### src/rtl/onchip_mem_stream_loader_pkg.sv
// Shared types and constants for the byte-stream to on-chip RAM loader.
package onchip_loader_pkg;

  localparam int unsigned LANES  = 4;
  localparam int unsigned BYTE_W = 8;
  localparam int unsigned WORD_W = LANES * BYTE_W;
  localparam int unsigned LANE_W = 2;
  localparam int unsigned CSUM_W = 16;

  localparam logic [LANE_W-1:0] LANE_FIRST = LANE_W'(0);
  localparam logic [LANE_W-1:0] LANE_LAST  = LANE_W'(LANES - 1);

  typedef enum logic [1:0] {
    ST_IDLE  = 2'd0,
    ST_LOAD  = 2'd1,
    ST_FLUSH = 2'd2,
    ST_DONE  = 2'd3
  } state_e;

  // One assembled RAM word with its lane enables.
  typedef struct packed {
    logic [WORD_W-1:0] data;
    logic [LANES-1:0]  be;
  } word_t;

endpackage

### src/rtl/onchip_mem_stream_loader_if.sv
// Byte-stream input bundle and RAM write-port bundle used by the loader.
interface onchip_loader_stream_if;
  import onchip_loader_pkg::*;

  logic [BYTE_W-1:0] in_data;
  logic              in_valid;
  logic              in_eop;
  logic              in_ready;

  modport master (output in_data, output in_valid, output in_eop, input  in_ready);
  modport slave  (input  in_data, input  in_valid, input  in_eop, output in_ready);
endinterface

interface onchip_loader_mem_if #(parameter int unsigned ADDR_W = 13);
  import onchip_loader_pkg::*;

  logic [ADDR_W-1:0] mem_address;
  logic [LANES-1:0]  mem_byteenable;
  logic [WORD_W-1:0] mem_writedata;
  logic              mem_chipselect;
  logic              mem_write;
  logic              mem_clken;

  modport master (output mem_address, output mem_byteenable, output mem_writedata,
                  output mem_chipselect, output mem_write, output mem_clken);
  modport slave  (input  mem_address, input  mem_byteenable, input  mem_writedata,
                  input  mem_chipselect, input  mem_write, input  mem_clken);
endinterface

### src/rtl/onchip_mem_stream_loader_packer.sv
// Little-endian byte-to-word packer: lane pointer, partial word and completed-word flag.
module onchip_loader_packer
  import onchip_loader_pkg::*;
(
  input  logic              clk,
  input  logic              rst_n,
  input  logic              clear,
  input  logic              accept,
  input  logic [BYTE_W-1:0] data,
  input  logic              eop,
  output logic              word_ready_c,
  output word_t             word_c
);

  logic [LANE_W-1:0] lane_q, lane_d;
  logic [WORD_W-1:0] data_q, data_d;
  logic [WORD_W-1:0] merged_c;

  // Completed word includes the byte being accepted this cycle.
  always_comb begin
    merged_c     = data_q | (WORD_W'(data) << (5'(lane_q) << 3));
    word_ready_c = accept & (eop | (lane_q == LANE_LAST));
    word_c.data  = merged_c;
    word_c.be    = LANES'((5'd2 << lane_q) - 5'd1);
  end

  always_comb begin
    lane_d = lane_q;
    data_d = data_q;
    if (clear) begin
      lane_d = LANE_FIRST;
      data_d = '0;
    end else if (accept) begin
      if (word_ready_c) begin
        lane_d = LANE_FIRST;
        data_d = '0;
      end else begin
        lane_d = lane_q + LANE_W'(1);
        data_d = merged_c;
      end
    end
  end

  always_ff @(posedge clk or negedge rst_n) begin
    if (!rst_n) begin
      lane_q <= LANE_FIRST;
      data_q <= '0;
    end else begin
      lane_q <= lane_d;
      data_q <= data_d;
    end
  end

endmodule

### src/rtl/onchip_mem_stream_loader.sv
// Byte-stream loader into the single-port on-chip RAM: FSM, addressing, bounds, counters.
// Optional running byte checksum output when LOADER_CHECKSUM_EN is defined.
module onchip_mem_stream_loader
  import onchip_loader_pkg::*;
#(
  parameter int unsigned ADDR_W = 13,
  parameter int unsigned DEPTH  = 6500
) (
  input  logic                clk,
  input  logic                reset_n,
  input  logic                start,
  input  logic [ADDR_W-1:0]   base_addr,
  onchip_loader_stream_if.slave s,
  onchip_loader_mem_if.master   m,
  output logic                busy,
  output logic                done,
  output logic                overflow,
  output logic [ADDR_W:0]     word_count
`ifdef LOADER_CHECKSUM_EN
  ,
  output logic [CSUM_W-1:0]   csum
`endif
);

  localparam int unsigned CNT_W = ADDR_W + 1;
  localparam logic [CNT_W-1:0] DEPTH_C = CNT_W'(DEPTH);

  localparam logic [1:0] IDLE  = ST_IDLE;
  localparam logic [1:0] LOAD  = ST_LOAD;
  localparam logic [1:0] FLUSH = ST_FLUSH;
  localparam logic [1:0] DONE  = ST_DONE;

  logic [1:0]        state_q, state_d;
  logic [CNT_W-1:0]  addr_q, addr_d;
  logic [CNT_W-1:0]  count_q, count_d;
  logic              overflow_q, overflow_d;
  logic              in_ready_q, in_ready_d;
  logic              busy_q, busy_d;
  logic              done_q, done_d;
  logic              mem_write_q, mem_write_d;
  logic [ADDR_W-1:0] mem_addr_q, mem_addr_d;
  logic [WORD_W-1:0] mem_data_q, mem_data_d;
  logic [LANES-1:0]  mem_be_q, mem_be_d;
  logic              mem_clken_q;

  logic  start_ok_c;
  logic  accept_c;
  logic  word_ready_c;
  word_t word_c;

  assign start_ok_c = start & (state_q == IDLE);
  assign accept_c   = s.in_valid & in_ready_q;

  onchip_loader_packer u_packer (
    .clk          (clk),
    .rst_n        (reset_n),
    .clear        (start_ok_c),
    .accept       (accept_c),
    .data         (s.in_data),
    .eop          (s.in_eop),
    .word_ready_c (word_ready_c),
    .word_c       (word_c)
  );

  always_comb begin
    state_d     = state_q;
    addr_d      = addr_q;
    count_d     = count_q;
    overflow_d  = overflow_q;
    mem_write_d = 1'b0;
    mem_addr_d  = mem_addr_q;
    mem_data_d  = mem_data_q;
    mem_be_d    = mem_be_q;

    case (state_q)
      IDLE: if (start) begin
        state_d    = LOAD;
        addr_d     = CNT_W'(base_addr);
        count_d    = '0;
        overflow_d = 1'b0;
      end
      LOAD:    if (accept_c && s.in_eop) state_d = FLUSH;
      FLUSH:   state_d = DONE;
      DONE:    state_d = IDLE;
      default: state_d = IDLE;
    endcase

    // Words at or past DEPTH are dropped; the address never advances past DEPTH.
    if (word_ready_c) begin
      if (addr_q < DEPTH_C) begin
        mem_write_d = 1'b1;
        mem_addr_d  = addr_q[ADDR_W-1:0];
        mem_data_d  = word_c.data;
        mem_be_d    = word_c.be;
        addr_d      = addr_q + CNT_W'(1);
        count_d     = count_q + CNT_W'(1);
      end else begin
        overflow_d  = 1'b1;
      end
    end

    in_ready_d = (state_d == LOAD);
    busy_d     = (state_d == LOAD) || (state_d == FLUSH);
    done_d     = (state_d == DONE);
  end

  always_ff @(posedge clk or negedge reset_n) begin
    if (!reset_n) begin
      state_q     <= IDLE;
      addr_q      <= '0;
      count_q     <= '0;
      overflow_q  <= 1'b0;
      in_ready_q  <= 1'b0;
      busy_q      <= 1'b0;
      done_q      <= 1'b0;
      mem_write_q <= 1'b0;
      mem_addr_q  <= '0;
      mem_data_q  <= '0;
      mem_be_q    <= '0;
      mem_clken_q <= 1'b0;
    end else begin
      state_q     <= state_d;
      addr_q      <= addr_d;
      count_q     <= count_d;
      overflow_q  <= overflow_d;
      in_ready_q  <= in_ready_d;
      busy_q      <= busy_d;
      done_q      <= done_d;
      mem_write_q <= mem_write_d;
      mem_addr_q  <= mem_addr_d;
      mem_data_q  <= mem_data_d;
      mem_be_q    <= mem_be_d;
      mem_clken_q <= 1'b1;
    end
  end

`ifdef LOADER_CHECKSUM_EN
  logic [CSUM_W-1:0] csum_q, csum_d;

  // Sums every accepted byte, including those dropped by the bounds check.
  always_comb begin
    csum_d = csum_q;
    if (start_ok_c)    csum_d = '0;
    else if (accept_c) csum_d = csum_q + CSUM_W'(s.in_data);
  end

  always_ff @(posedge clk or negedge reset_n) begin
    if (!reset_n) csum_q <= '0;
    else          csum_q <= csum_d;
  end

  assign csum = csum_q;
`endif

  assign s.in_ready       = in_ready_q;
  assign m.mem_address    = mem_addr_q;
  assign m.mem_byteenable = mem_be_q;
  assign m.mem_writedata  = mem_data_q;
  assign m.mem_chipselect = mem_write_q;
  assign m.mem_write      = mem_write_q;
  assign m.mem_clken      = mem_clken_q;
  assign busy             = busy_q;
  assign done             = done_q;
  assign overflow         = overflow_q;
  assign word_count       = count_q;

endmodule

### src/flat_wrapper.sv
// flat-port wrapper written by rule: the top's interface ports become plain ports
module onchip_mem_stream_loader_flat import onchip_loader_pkg::*;
#(
  parameter int unsigned ADDR_W = 13,
  parameter int unsigned DEPTH  = 6500
)
  (clk, reset_n, start, base_addr, busy, done, overflow, word_count, s_in_data, s_in_valid, s_in_eop, s_in_ready, m_mem_address, m_mem_byteenable, m_mem_writedata, m_mem_chipselect, m_mem_write, m_mem_clken);
  onchip_loader_stream_if s_i ();
  onchip_loader_mem_if #(.ADDR_W(ADDR_W)) m_i ();
  input  logic clk;
  input  logic reset_n;
  input  logic start;
  input  logic [ADDR_W-1:0] base_addr;
  output logic busy;
  output logic done;
  output logic overflow;
  output logic [ADDR_W:0] word_count;
  input wire logic [$bits(s_i.in_data)-1:0] s_in_data;
  input wire logic [$bits(s_i.in_valid)-1:0] s_in_valid;
  input wire logic [$bits(s_i.in_eop)-1:0] s_in_eop;
  output wire logic [$bits(s_i.in_ready)-1:0] s_in_ready;
  output wire logic [$bits(m_i.mem_address)-1:0] m_mem_address;
  output wire logic [$bits(m_i.mem_byteenable)-1:0] m_mem_byteenable;
  output wire logic [$bits(m_i.mem_writedata)-1:0] m_mem_writedata;
  output wire logic [$bits(m_i.mem_chipselect)-1:0] m_mem_chipselect;
  output wire logic [$bits(m_i.mem_write)-1:0] m_mem_write;
  output wire logic [$bits(m_i.mem_clken)-1:0] m_mem_clken;
  assign s_i.in_data = s_in_data;
  assign s_i.in_valid = s_in_valid;
  assign s_i.in_eop = s_in_eop;
  assign s_in_ready = s_i.in_ready;
  assign m_mem_address = m_i.mem_address;
  assign m_mem_byteenable = m_i.mem_byteenable;
  assign m_mem_writedata = m_i.mem_writedata;
  assign m_mem_chipselect = m_i.mem_chipselect;
  assign m_mem_write = m_i.mem_write;
  assign m_mem_clken = m_i.mem_clken;
  onchip_mem_stream_loader #(.ADDR_W(ADDR_W), .DEPTH(DEPTH)) u_core (.clk(clk), .reset_n(reset_n), .start(start), .base_addr(base_addr), .s(s_i), .m(m_i), .busy(busy), .done(done), .overflow(overflow), .word_count(word_count));
endmodule
### config.mk
export PLATFORM = sky130hd
export DESIGN_NAME = onchip_mem_stream_loader_flat
export DESIGN_NICKNAME = d
export VERILOG_FILES = /design/src/rtl/onchip_mem_stream_loader_pkg.sv /design/src/rtl/onchip_mem_stream_loader_if.sv /design/src/rtl/onchip_mem_stream_loader_packer.sv /design/src/rtl/onchip_mem_stream_loader.sv /design/src/flat_wrapper.sv
export SDC_FILE = /design/constraint.sdc
export NUM_CORES = 1
export LEC_CHECK = 0
export CAP_MARGIN = 20
export CORE_ASPECT_RATIO = 1.75
export CORE_UTILIZATION = 50
export CTS_BUF_LIST = sky130_fd_sc_hd__clkbuf_4 sky130_fd_sc_hd__clkbuf_8
export DETAILED_ROUTE_END_ITERATION = 6
export PLACE_DENSITY = 0.77
export SLEW_MARGIN = 0
export SYNTH_ARGS = -nofsm -noshare
export SYNTH_HDL_FRONTEND = slang
export SYNTH_SLANG_ARGS = --single-unit
### constraint.sdc
create_clock -name clk -period 6.4 [get_ports clk]
set_input_delay 1.28 -clock clk [delete_from_list [all_inputs] [get_ports clk]]
set_output_delay 1.28 -clock clk [all_outputs]
set_load 0.02 [all_outputs]
==> impl_metrics.py <==
metrics = {
    "placement": {
        "dpl_cell_area_um2": 6150,
        "place_worst_setup_slack_ns": 2.38,
        "half_perimeter_wire_length_after_detailed_placement_mm": 8.27,
        "placed_cells": 699,
        "buffer_ports.inserted": 95,
        "gp_congestion": 0.847,
    },
    "logic_synthesis": {
        "asyncSetResetFlopFracSynth_pct": 100,
        "synth_sequential_area_ratio_pct": 57.3,
        "ys_types": 54,
        "ys.warnings.count": 0,
        "synth_cells": 511,
        "postSynthAreaPerCell_um2": 10.2,
        "syn-cell-area_um2": 5190,
        "syn-num-nets": 543,
        "synthFlopType": "dfrtp_1",
        "synthesis_stage_register_bit_count": 119,
        "edff_count_synth": 0,
    },
    "clock_network": {
        "cts.repair_timing.setup_buffer_count": 0,
        "root_buffer": "clkbuf_8",
        "cts_tree": "done",
        "clk_latency_ns": 0.45,
        "ctsLongestPathBuffers": 2,
        "cts.sink_count": 119,
        "cts_buffers": 17,
        "cts_hold_buffers": 0,
        "ctsHtreeMaxLevel": 4,
        "cts_resized": 0,
        "clk_transition_reported_paths_ns": 0.08,
    },
    "route": {
        "drt_wl_total_mm": 12.3,
        "vias": 4194,
        "drt_drc_violations_left": 0,
        "routed_via_density": 5.74,
        "first_iter_violations": 280,
        "antenna_violating_nets_post_route": 0,
        "wl_per_cell_um": 16.8,
        "drt_pass_1_iters": 5,
    },
    "cells_and_area": {
        "final_area_um2": 6550,
        "final_layout_size_suffix_gt1_share_pct": 7.92,
        "growth_of_design_area_from_synthesis_to_finish_pct": 26.1,
        "finish.net_count": 625,
        "most_frequent_cells_in_the_layout": "dfrtp_1 (119), clkdlybuf4s50_1 (94), nand2_1 (90)",
        "multi_input_area_um2": 1980,
        "seqCellArea_um2": 2980,
        "n_antenna_cell": 0,
        "fill_cells": 819,
        "instances_no_fill": 731,
        "layout_commonest_cell": "dfrtp_1",
    },
    "critical_path": {
        "timing.critical_path.from_type": "input pin",
        "worst_setup_path_startpoint": "s_in_valid",
        "timing.setup.critical_path_class": "input pin to flop",
        "worst_r2r_end": "u_core.addr_q[6]",
        "crit_path_capture": "u_core.addr_q[6]",
        "timing.critical_path.to_type": "flop",
        "worstPathRequired_ns": 6.73,
        "rr_worst_depth": 7,
        "timing.critical_path.arrival_ns": 3.95,
        "worst-path-max-fanout": 109,
        "cpMaxStageDelayCell": "a311oi_4",
        "max_incr_delay_on_cp_ns": 0.54,
        "crit_path_cell_trace": "clkdlybuf4s50_1 -> o211ai_1 -> a311oi_4 -> nand2_8 -> inv_4 -> a21oi_1 -> o221a_2",
        "worst-r2r-setup-slack_ns": 3.49,
        "regToRegStartpoint": "u_core.u_packer.lane_q[0]",
    },
    "sta": {
        "setup_total_negative_slack_ns": 0,
        "final_critical_path_setup_slack_ns": 2.78,
        "rsz0062_at_grt": "false",
        "worst_pin_slew_ns": 0.889,
        "final_hold_slack_ns": 0.469,
        "timing_hold_violations_final": 0,
        "final.min_clock_period_ns": 3.62,
        "timing.slew.headroom_pct": 40.7,
        "skew_ns": 0.00954,
        "timing.final.setup_violations": 0,
        "finalMaxSlewViolations": 0,
        "maxClockFrequency_mhz": 276,
        "period_share_pct": 56.6,
    },
    "pwr": {
        "max-vdd-ir-drop_mv": 0.272,
        "total_leakage_power_uw": 0.00290,
        "pwr_density_cell_nw_per_um2": 445,
    },
    "floorplan": {
        "die-height_um": 137,
        "floorplan.initialDensity_pct": 52.1,
        "die_width_um": 79.0,
        "top_level_ports": 96,
        "floorplan.core_area_um2": 9970,
        "num_rows": 48,
        "die-area_um2": 10800,
    },
    "worst_hold_path": {
        "holdCritPathClass": "flop to flop",
        "min_from": "u_core.m.mem_byteenable[0]",
    },
    "flow_run": {
        "maxCapViolCount": 0,
    },
    "global_routing": {
        "total_grt_overflow": 0,
        "grt_pass1_wl_mm": 20.2,
        "largest_net_degree_at_the_start_of_global_routing": 110,
        "grt_antenna_before_repair": 0,
        "via_count_of_the_first_global_routing_pass": 4249,
        "grt_util_all_layers_pct": 24.4,
    },
    "outcome": {
        "run_status": "complete, no violations",
    },
}
sequential cells by signal, summed over array words and instances (netlist names):
signal / count
u_core.done: 1
u_core.addr_q: 14
u_core.word_count: 14
u_core.u_packer.data_q: 32
u_core.m.mem_chipselect: 1
u_core.busy: 1
u_core.m.mem_clken: 1
u_core.u_packer.lane_q: 2
u_core.s.in_ready: 1
u_core.overflow: 1
u_core.m.mem_writedata: 32
u_core.m.mem_byteenable: 4
u_core.m.mem_address: 13
u_core.state_q: 2
where the power goes:
part | total [µW] | switching, µW | internal [µW]
Clock | 687 | 334 | 354
Combinational | 1060 | 601 | 463
Sequential | 1170 | 190 | 976
Total | 2920 | 1120 | 1790
cell families after synthesis:
kind of cell,synth area share [%]
buffers and inverters,4.55
adders and majority gates,1.45
muxes,0.193
AOI/OAI and AO/OA,21.6
other,0.0722
DFF,57.3
and+or+nand+nor,14.6
xor gates and xnor gates,0.169
per-stage QoR:
stage / util (%) / power (µW)
after CTS: 65.7 / 2940
after floorplan: - / 1800
after detailed placement: 61.7 / 2240
after global routing: 65.7 / 3090
final: 65.7 / 2920
after global placement: 61.7 / 2210
cell type report:
class | instances | area share [%]
Inverter | 16 | 0.955
Timing Repair Buffer | 98 | 14.8
Sequential cell | 119 | 45.5
Clock buffer | 17 | 3.57
Clock inverter | 15 | 2.58
Tap cell | 125 | 2.39
Multi-Input combinational cell | 341 | 30.2
synthesized netlist by cell type, drive strengths merged (3+ instances only):
cell type | number | area, µm²
nand3 | 12 | 60.1
nand4 | 6 | 37.5
clkbuf | 15 | 56.3
o221a | 3 | 33.8
nor2 | 15 | 56.3
nand2 | 91 | 358
and3 | 11 | 68.8
o21ai | 58 | 290
a22o | 35 | 307
o21a | 4 | 30.0
or3 | 5 | 31.3
a21oi | 49 | 257
ha | 6 | 75.1
dfrtp | 119 | 2980
inv | 16 | 62.6
buf | 20 | 118
o32a | 3 | 30.0
nor3 | 4 | 20.0
nor4 | 4 | 31.3
and2 | 3 | 18.8
layer usage:
layer,GRT usage [%],wire (µm)
met1,27.9,4810
met2,40.8,6340
met3,6.40,633
met4,14.2,525
met5,0,0
worst min path at each step:
stage                                            end  slack [ns]  cells past startpoint
after floorplan                          u_core.done        0.47                      1
after global placement    u_core.m.mem_byteenable[0]        0.46                      1
after detailed placement  u_core.m.mem_byteenable[0]        0.46                      1
after CTS                 u_core.m.mem_byteenable[0]        0.48                      1
after global routing      u_core.m.mem_byteenable[0]        0.51                      1
final                     u_core.m.mem_byteenable[0]        0.47                      1
worst max-delay path, delay by kind of cell:
family,cells,cell delay (ns)
simple gates,1,0.38
buf+inv,2,0.98
compound gates,4,1.22
(Power assumes the default switching activity.)
